[src/rtl/cust_tx.sv]
`default_nettype none
// ============================================================================
//  Module   : cust_tx
//  Purpose  : Customer transmitter. Buffers host requests (service times) in
//             a small FIFO and emits them as one-cycle pulses with a ticket
//             number. Consecutive pulses are spaced by a programmable number
//             of idle cycles. Zero-time requests are discarded and counted.
//  Ports    : clk, rst_n        - clock, async active-low reset
//             en                - permits starting new pulses
//             cfg_gap[3:0]      - idle cycles between consecutive pulses
//             req_valid/req_time/req_ready - request handshake
//             out_valid/out_num/out_time   - registered customer pulse
//             sent_cnt/drop_cnt - saturating event counters
//  Revision : 1.0 - initial release
// ============================================================================
module cust_tx #(
  parameter int DEPTH = 4  // FIFO depth in entries, 2..8
) (
  input  logic       clk,
  input  logic       rst_n,
  input  logic       en,
  input  logic [3:0] cfg_gap,
  input  logic       req_valid,
  input  logic [3:0] req_time,
  output logic       req_ready,
  output logic       out_valid,
  output logic [3:0] out_num,
  output logic [3:0] out_time,
  output logic [7:0] sent_cnt,
  output logic [7:0] drop_cnt
);

  localparam int PW = (DEPTH > 1) ? $clog2(DEPTH) : 1;
  localparam int CW = $clog2(DEPTH + 1);
  localparam logic [PW-1:0] C_LAST_PTR = PW'(DEPTH - 1);
  localparam logic [CW-1:0] C_FULL_CNT = CW'(DEPTH);

  typedef enum logic [1:0] {
    S_IDLE = 2'd0,
    S_SEND = 2'd1,
    S_GAP  = 2'd2
  } state_t;

  // FIFO storage and bookkeeping
  logic [3:0]    mem_q [DEPTH];
  logic [PW-1:0] wr_ptr_q, wr_ptr_d;
  logic [PW-1:0] rd_ptr_q, rd_ptr_d;
  logic [CW-1:0] count_q, count_d;

  // FSM and output registers
  state_t     state_q;
  logic [3:0] gcnt_q;
  logic [3:0] ticket_q;
  logic       out_valid_q;
  logic [3:0] out_num_q;
  logic [3:0] out_time_q;
  logic [7:0] sent_cnt_q;
  logic [7:0] drop_cnt_q;

  logic w_full;
  logic w_empty;
  logic w_accept;
  logic w_push;
  logic w_drop;
  logic w_pop;

  function automatic logic [PW-1:0] ptr_inc(input logic [PW-1:0] p);
    return (p == C_LAST_PTR) ? '0 : p + 1'b1;
  endfunction

  assign w_full    = (count_q == C_FULL_CNT);
  assign w_empty   = (count_q == '0);
  assign req_ready = !w_full;
  assign w_accept  = req_valid && req_ready;
  assign w_push    = w_accept && (req_time != 4'd0);
  assign w_drop    = w_accept && (req_time == 4'd0);

  // A pulse starts from IDLE, back-to-back from SEND when no gap is
  // configured, or on the last GAP cycle. A request pushed into an empty
  // FIFO in the same cycle is not visible until the next cycle.
  assign w_pop = en && !w_empty &&
                 ((state_q == S_IDLE) ||
                  ((state_q == S_SEND) && (cfg_gap == 4'd0)) ||
                  ((state_q == S_GAP)  && (gcnt_q == 4'd1)));

  always_comb begin
    wr_ptr_d = w_push ? ptr_inc(wr_ptr_q) : wr_ptr_q;
    rd_ptr_d = w_pop  ? ptr_inc(rd_ptr_q) : rd_ptr_q;
    count_d  = count_q;
    unique case ({w_push, w_pop})
      2'b10:   count_d = count_q + CW'(1);
      2'b01:   count_d = count_q - CW'(1);
      default: count_d = count_q;
    endcase
  end

  // Storage is not reset: pointers and count define which entries are live.
  always_ff @(posedge clk) begin
    if (w_push) begin
      mem_q[wr_ptr_q] <= req_time;
    end
  end

  always_ff @(posedge clk or negedge rst_n) begin
    if (!rst_n) begin
      wr_ptr_q <= '0;
      rd_ptr_q <= '0;
      count_q  <= '0;
    end else begin
      wr_ptr_q <= wr_ptr_d;
      rd_ptr_q <= rd_ptr_d;
      count_q  <= count_d;
    end
  end

  always_ff @(posedge clk or negedge rst_n) begin
    if (!rst_n) begin
      state_q     <= S_IDLE;
      gcnt_q      <= 4'd0;
      ticket_q    <= 4'd1;
      out_valid_q <= 1'b0;
      out_num_q   <= 4'd0;
      out_time_q  <= 4'd0;
      sent_cnt_q  <= 8'd0;
      drop_cnt_q  <= 8'd0;
    end else begin
      if (w_drop && (drop_cnt_q != 8'hFF)) begin
        drop_cnt_q <= drop_cnt_q + 8'd1;
      end

      if (w_pop) begin
        state_q     <= S_SEND;
        gcnt_q      <= 4'd0;
        out_valid_q <= 1'b1;
        out_num_q   <= ticket_q;
        out_time_q  <= mem_q[rd_ptr_q];
        // Ticket 0 is reserved: wrap 15 -> 1
        ticket_q    <= (ticket_q == 4'd15) ? 4'd1 : ticket_q + 4'd1;
        if (sent_cnt_q != 8'hFF) begin
          sent_cnt_q <= sent_cnt_q + 8'd1;
        end
      end else begin
        out_valid_q <= 1'b0;
        out_num_q   <= 4'd0;
        out_time_q  <= 4'd0;
        if ((state_q == S_SEND) && (cfg_gap != 4'd0)) begin
          state_q <= S_GAP;
          gcnt_q  <= cfg_gap;
        end else if ((state_q == S_GAP) && (gcnt_q != 4'd1)) begin
          // Gap runs to completion regardless of en
          gcnt_q <= gcnt_q - 4'd1;
        end else begin
          state_q <= S_IDLE;
          gcnt_q  <= 4'd0;
        end
      end
    end
  end

  assign out_valid = out_valid_q;
  assign out_num   = out_num_q;
  assign out_time  = out_time_q;
  assign sent_cnt  = sent_cnt_q;
  assign drop_cnt  = drop_cnt_q;

endmodule
`default_nettype wire
[config.mk]
export PLATFORM = sky130hd
export DESIGN_NAME = cust_tx
export DESIGN_NICKNAME = d
export VERILOG_FILES = /design/src/rtl/cust_tx.sv
export SDC_FILE = /design/constraint.sdc
export NUM_CORES = 1
export LEC_CHECK = 0
export CORE_ASPECT_RATIO = 0.7
export CORE_MARGIN = 5
export CORE_UTILIZATION = 48
export DETAILED_ROUTE_END_ITERATION = 10
export PLACE_DENSITY = 0.8
export SYNTH_ARGS = -nofsm -noshare
export SYNTH_HDL_FRONTEND = slang
export SYNTH_SLANG_ARGS = --single-unit
[constraint.sdc]
create_clock -name clk -period 2.3 [get_ports clk]
set_input_delay 0.575 -clock clk [delete_from_list [all_inputs] [get_ports clk]]
set_output_delay 0.575 -clock clk [all_outputs]
set_load 0.01 [all_outputs]
### Word level (Yosys, flattened, before mapping)

Memories as Yosys holds them, arrays and structs flattened.
Cells that the tools add are included.

* bits in writable memories: 16
* memories kept: 1
* register bits: 42
* input bits: 12
* output and inout bits: 26

* equal/unequal tests: 13
* multiplexer cells: 15
* add/sub/neg operators: 8
* reductions and logical operators: 22

Memories
* mem_q: words 4, width 4, rd ports 1, clocked after Yosys merged registers in 0, write ports 1, line 45 `logic [3:0] mem_q [DEPTH];`

Operators with widths (count)
* 2-to-1 mux 4 bit: 6
* adder 8 x 1 -> 8 bit, second input constant: 2
* != test 8 bit, second input constant: 2
* logical AND 1 bit: 10
* 2-to-1 mux 2 bit: 5
* == test 2 bit, second input constant: 4
* zero test 4 bit: 2
* nonzero test 4 bit: 2
* case mux 3 bit (2 select lines): 1
* adder 2 x 1 -> 2 bit, second input constant: 2
* adder 4 x 1 -> 4 bit, second input constant: 1
* == test 2 x 1 -> 1 bit, second input constant: 2
* == test 4 x 1 -> 1 bit, second input constant: 1
* == test 4 bit, second input constant: 1
* != test 4 x 1 -> 1 bit, second input constant: 1
* subtractor 4 x 1 -> 4 bit, second input constant: 1
* adder 3 x 1 -> 3 bit, second input constant: 1
* == test 3 bit, second input constant: 1
* zero test 3 bit: 1
* 2-to-1 mux 1 bit: 3
* != test 3 bit, second input constant: 1
* subtractor 3 x 1 -> 3 bit, second input constant: 1
* zero test 1 bit: 2
* zero test 2 bit: 1
* other kinds (3): 4

### Logic depth before layout (Yosys ltp)

Gate-level depths: netlist of run 1.

* depth after elaboration: 7
* gate-level depth with buffers: 12

### Worst setup path before layout of run 1

OpenSTA, ideal clock, no wires.

* path type: input to register
* start: input port cfg_gap[0]
* end: register count_q[2]
* setup slack: -0.246 ns
* buffers on the path: 1
* data arrival time: 2.466 ns
* stages: 10
* library setup time: 0.079 ns
* cell sequence: o41ai_4 -> o2111ai_2 -> inv_1 -> buf_2 -> ha_1 -> inv_1 -> fa_1 -> xor2_1 -> nor2_1 -> xor2_1

* cells in the longest elaborated chain, start to end: 7

Ends and longest elaborated chain
* start, declared: line 22 `input logic [3:0] cfg_gap,`
* zero test 4 bit (*): line 83 `((state_q == S_SEND) && (cfg_gap == 4'd0)) ||`
* logical AND 1 bit (*): line 83
* logical OR 1 bit (*): line 82 `((state_q == S_IDLE) ||`
* logical OR 1 bit (*): line 83
* logical AND 1 bit (*): line 81 `assign w_pop = en && !w_empty &&`
* named net w_pop: line 65 `logic w_pop;`
* == test 2 x 1 -> 1 bit or == test 2 bit (tied branches): line 90 `unique case ({w_push, w_pop})`
* case mux 3 bit (2 select lines) or nonzero test 2 bit (tied branches)
* end signal, assigned: line 112 `count_q <= count_d;`
* end, declared: line 48 `logic [CW-1:0] count_q, count_d;`

Mark *: on every way through the listed nets, which the timed path passes. The rest lies on a longest branch.
A chain may end at the register's enable or synchronous reset.

### Worst setup path after layout of run 1

* start: input port cfg_gap[0]
* end: register count_q[2]

* cells in the longest elaborated chain, start to end: 7

Ends and longest elaborated chain (line)
* zero test 4 bit (*): 83
* logical AND 1 bit (*): 83
* logical OR 1 bit (*): 82
* logical OR 1 bit (*): 83
* logical AND 1 bit (*): 81
* == test 2 x 1 -> 1 bit or == test 2 bit (tied branches): 90
* case mux 3 bit (2 select lines) or nonzero test 2 bit (tied branches)

Every way passes the cells marked *; elsewhere a longest branch is shown, timed or not.

==> impl_metrics.yaml, run 1 <==
timing:
  finalWorstSetupSlack_ps: 152
  hold_violations: 0
  holdWs_ps: 302
  setup_violations: 0
  fin_skew_ps: 9.00
  max_slew_margin_pct: 65.2
  fmax_mhz: 466
  period_needed_ps: 2150
  fin_crit_sh_pct: 93.4
  worst_pin_slew_ps: 521
  slew_viol_final: 0
worst_hold_path:
  hp-class: "input pin to asynchronous set/reset pin"
cts:
  cts_hold_buf: 0
  clock_path_buffers: 2
  path_clk_slew_ps: 60
  numCtsBuffers: 9
  cts_max_level: 3
  cts_tree: "done"
  cts_sinks: 58
  cts_root_buf: "clkbuf_8"
  clk_latency_ps: 340
critical_path:
  start_kind: "input pin"
  cp.required_ps: 2520
  crit_type: "input pin to register"
  cp-end-kind: "register"
  critPathArrivalTime_ps: 2370
  worstPathMaxFanout: 2
  reg2reg_depth: 11
drt:
  drt_first_pass_iters: 4
  detail-route-antenna-nets: 0
  viasPerCell: 4.96
  dr_total_vias: 1676
  drt-initial-drc-count: 88
  drc_errors: 0
  wl_per_cell_microns: 13.6
  wl_microns: 4600
pwr:
  vdd_ir_drop_max_v: 0.000617
  p_leak_nw: 1.52
  power_density_nw_per_um2: 1180
die:
  core-area_sq_um: 5200
  die-height_microns: 71.1
  io_pins: 38
  die_area_sq_um: 6920
  rows: 22
  start_util_pct: 49.2
  die_x_microns: 97.3
global_routing:
  grt_start_max_net_pins: 43
  grt_pass1_vias: 1697
  grt_pass1_wl_microns: 7990
  grt-ovfl-total: 0
  grt.total_usage_pct: 15.0
  antenna_found_initial: 0
synth:
  ys_seq_elements: 58
  async_flop_share_pct: 72.4
  yosysTopAreaCell: "dfrtp_1"
  synth_nets: 222
  synth_area_leaders: "dfrtp_1 (40%), edfxtp_1 (19%), ha_1 (5.4%), xor2_1 (5.1%), mux4_2 (3.5%)"
  ys.flop_type: "dfrtp_1"
  synth_top_area_share_pct: 40.1
  syn_area_per_cell_sq_um: 12.9
  yosysMostFrequentCell: "dfrtp_1"
  synth_common_cells: "dfrtp_1 (41), nand2_1 (19), edfxtp_1 (16)"
  yosysSeqAreaShare_pct: 59.9
  yosysWarnings: 0
  synth_enable_flop_cells: 16
  syn_area_sq_um: 2560
  syn_inst: 198
  synth.distinct_cells: 37
final_layout:
  fin_cells: 338
  area_growth_syn_to_layout_pct: 32.0
  multiInputGateArea_sq_um: 1000
  seq_area_sq_um: 1530
  n_fill_cell: 392
  final_area_sq_um: 3380
  nNetsFinal: 285
  layout-drive-gt1-share_pct: 20.7
  antenna_cells: 0
placement:
  placed_cell_area_sq_um: 3130
  port_buffers: 37
  place_inst: 320
  place_hpwl_microns: 3290
  routabilityCongestion: 0.769
  dpl_worst_slack_ps: -469
outcome:
  status: "completed"
job:
  drv_cap: 0
cell families after synthesis:
group                    share of synthesized area [%]
AO/OA/AOI/OAI                                     4.40
multiplexers                                      5.67
XOR/XNOR                                          6.50
adder cells (fa/ha/maj)                           6.16
buffers and inverters                             2.39
flip-flops                                        59.9
AND/OR/NAND/NOR                                   15.0
sequential cells by signal (all words and copies together) (netlist names):
| register | flops |
|---|---|
| count_q | 3 |
| out_num | 4 |
| state_q | 2 |
| gcnt_q | 4 |
| ticket_q | 4 |
| out_time | 4 |
| sent_cnt | 8 |
| mem_q | 16 |
| wr_ptr_q | 2 |
| rd_ptr_q | 2 |
| out_valid | 1 |
| drop_cnt | 8 |
metal layers:
layer / up-vias / track usage (%) / routed length, microns
li1: 820 / - / -
met1: 810 / 18.9 / 2120
met2: 38 / 21.9 / 2060
met3: 8 / 8.67 / 354
met4: 0 / 4.61 / 63
met5: - / 0 / 0
per-stage QoR:
stage | total power, mW | utilization, % | setup TNS, ps
final | 3.98 | 65.0 | 0
after global routing | 4.26 | 65.0 | -7.38
after CTS | 3.99 | 64.4 | 0
after detailed placement | 3.02 | 60.2 | -1970
after global placement | 2.96 | 60.2 | -1520
after floorplan | 2.49 | - | -65.8
timing repair:
| item | CTS | global route |
|---|---|---|
| setup buffers | 2 | 0 |
| setup endpoints to repair | 2 | 3 |
| resized for setup | 5 | 8 |
| pin swaps | 2 | 4 |
critical path, cell delays in order:
cell and delay (ps):
clkdlybuf4s15_1 230, o41ai_4 420, o2111ai_2 180, inv_2 110
ha_4 120, inv_1 40, fa_2 330, xor2_1 140
nor2_1 70, xor2_1 150
area by class of cell:
class                      instances  area share [%]
timing repair buffer              55            15.0
clock buffer                      11            4.48
inverter                          11            1.22
tap                               72            2.67
sequential                        58            45.4
multi-input combinational        126            29.7
clock inverter                     5            1.55
where the power goes:
part	internal, mW	leakage (nW)	switching (mW)
combinational	0.747	0.727	0.596
clock	0.553	0.105	0.390
sequential	1.39	0.688	0.298
total	2.69	1.52	1.28
placed cells by master (no fill, tap or decap), types with 2 or more instances in the layout:
cell type	netlist	final
ha_1	11	10
dlymetal6s2s_1	0	4
xor2_1	15	15
dlygate4sd2_1	0	3
xnor2_1	4	4
nor4_1	4	3
a21oi_1	2	2
nor3_1	9	9
nor2_1	10	10
mux4_2	4	4
and2_1	12	12
edfxtp_1	16	16
o21ai_0	5	5
mux2_2	4	4
nor3b_1	2	2
inv_1	11	10
nand3_1	9	9
nand2_1	19	19
clkinv_2	0	3
clkbuf_8	0	11
buf_4	0	18
clkdlybuf4s50_1	0	28
dfrtp_1	41	41
worst paths after layout:
kind / start / to / slack, ps
worst max-delay path: cfg_gap[0] / count_q[2] / 150
worst min register to register: count_q[2] / count_q[2] / 500
worst max register to register: gcnt_q[1] / count_q[2] / 160
max in group asynchronous: rst_n / ticket_q[0] / 1630
min in group clk: count_q[2] / count_q[2] / 500
worst min-delay path: rst_n / out_num[1] / 300
Note: power is estimated with default switching activity, not from simulation.
==> run 2, diff against run 1 <==
- SLEW_MARGIN: default -> 0
==> results of run 2 <==
Final layout, timing and power as in run 1 (identical DEF).
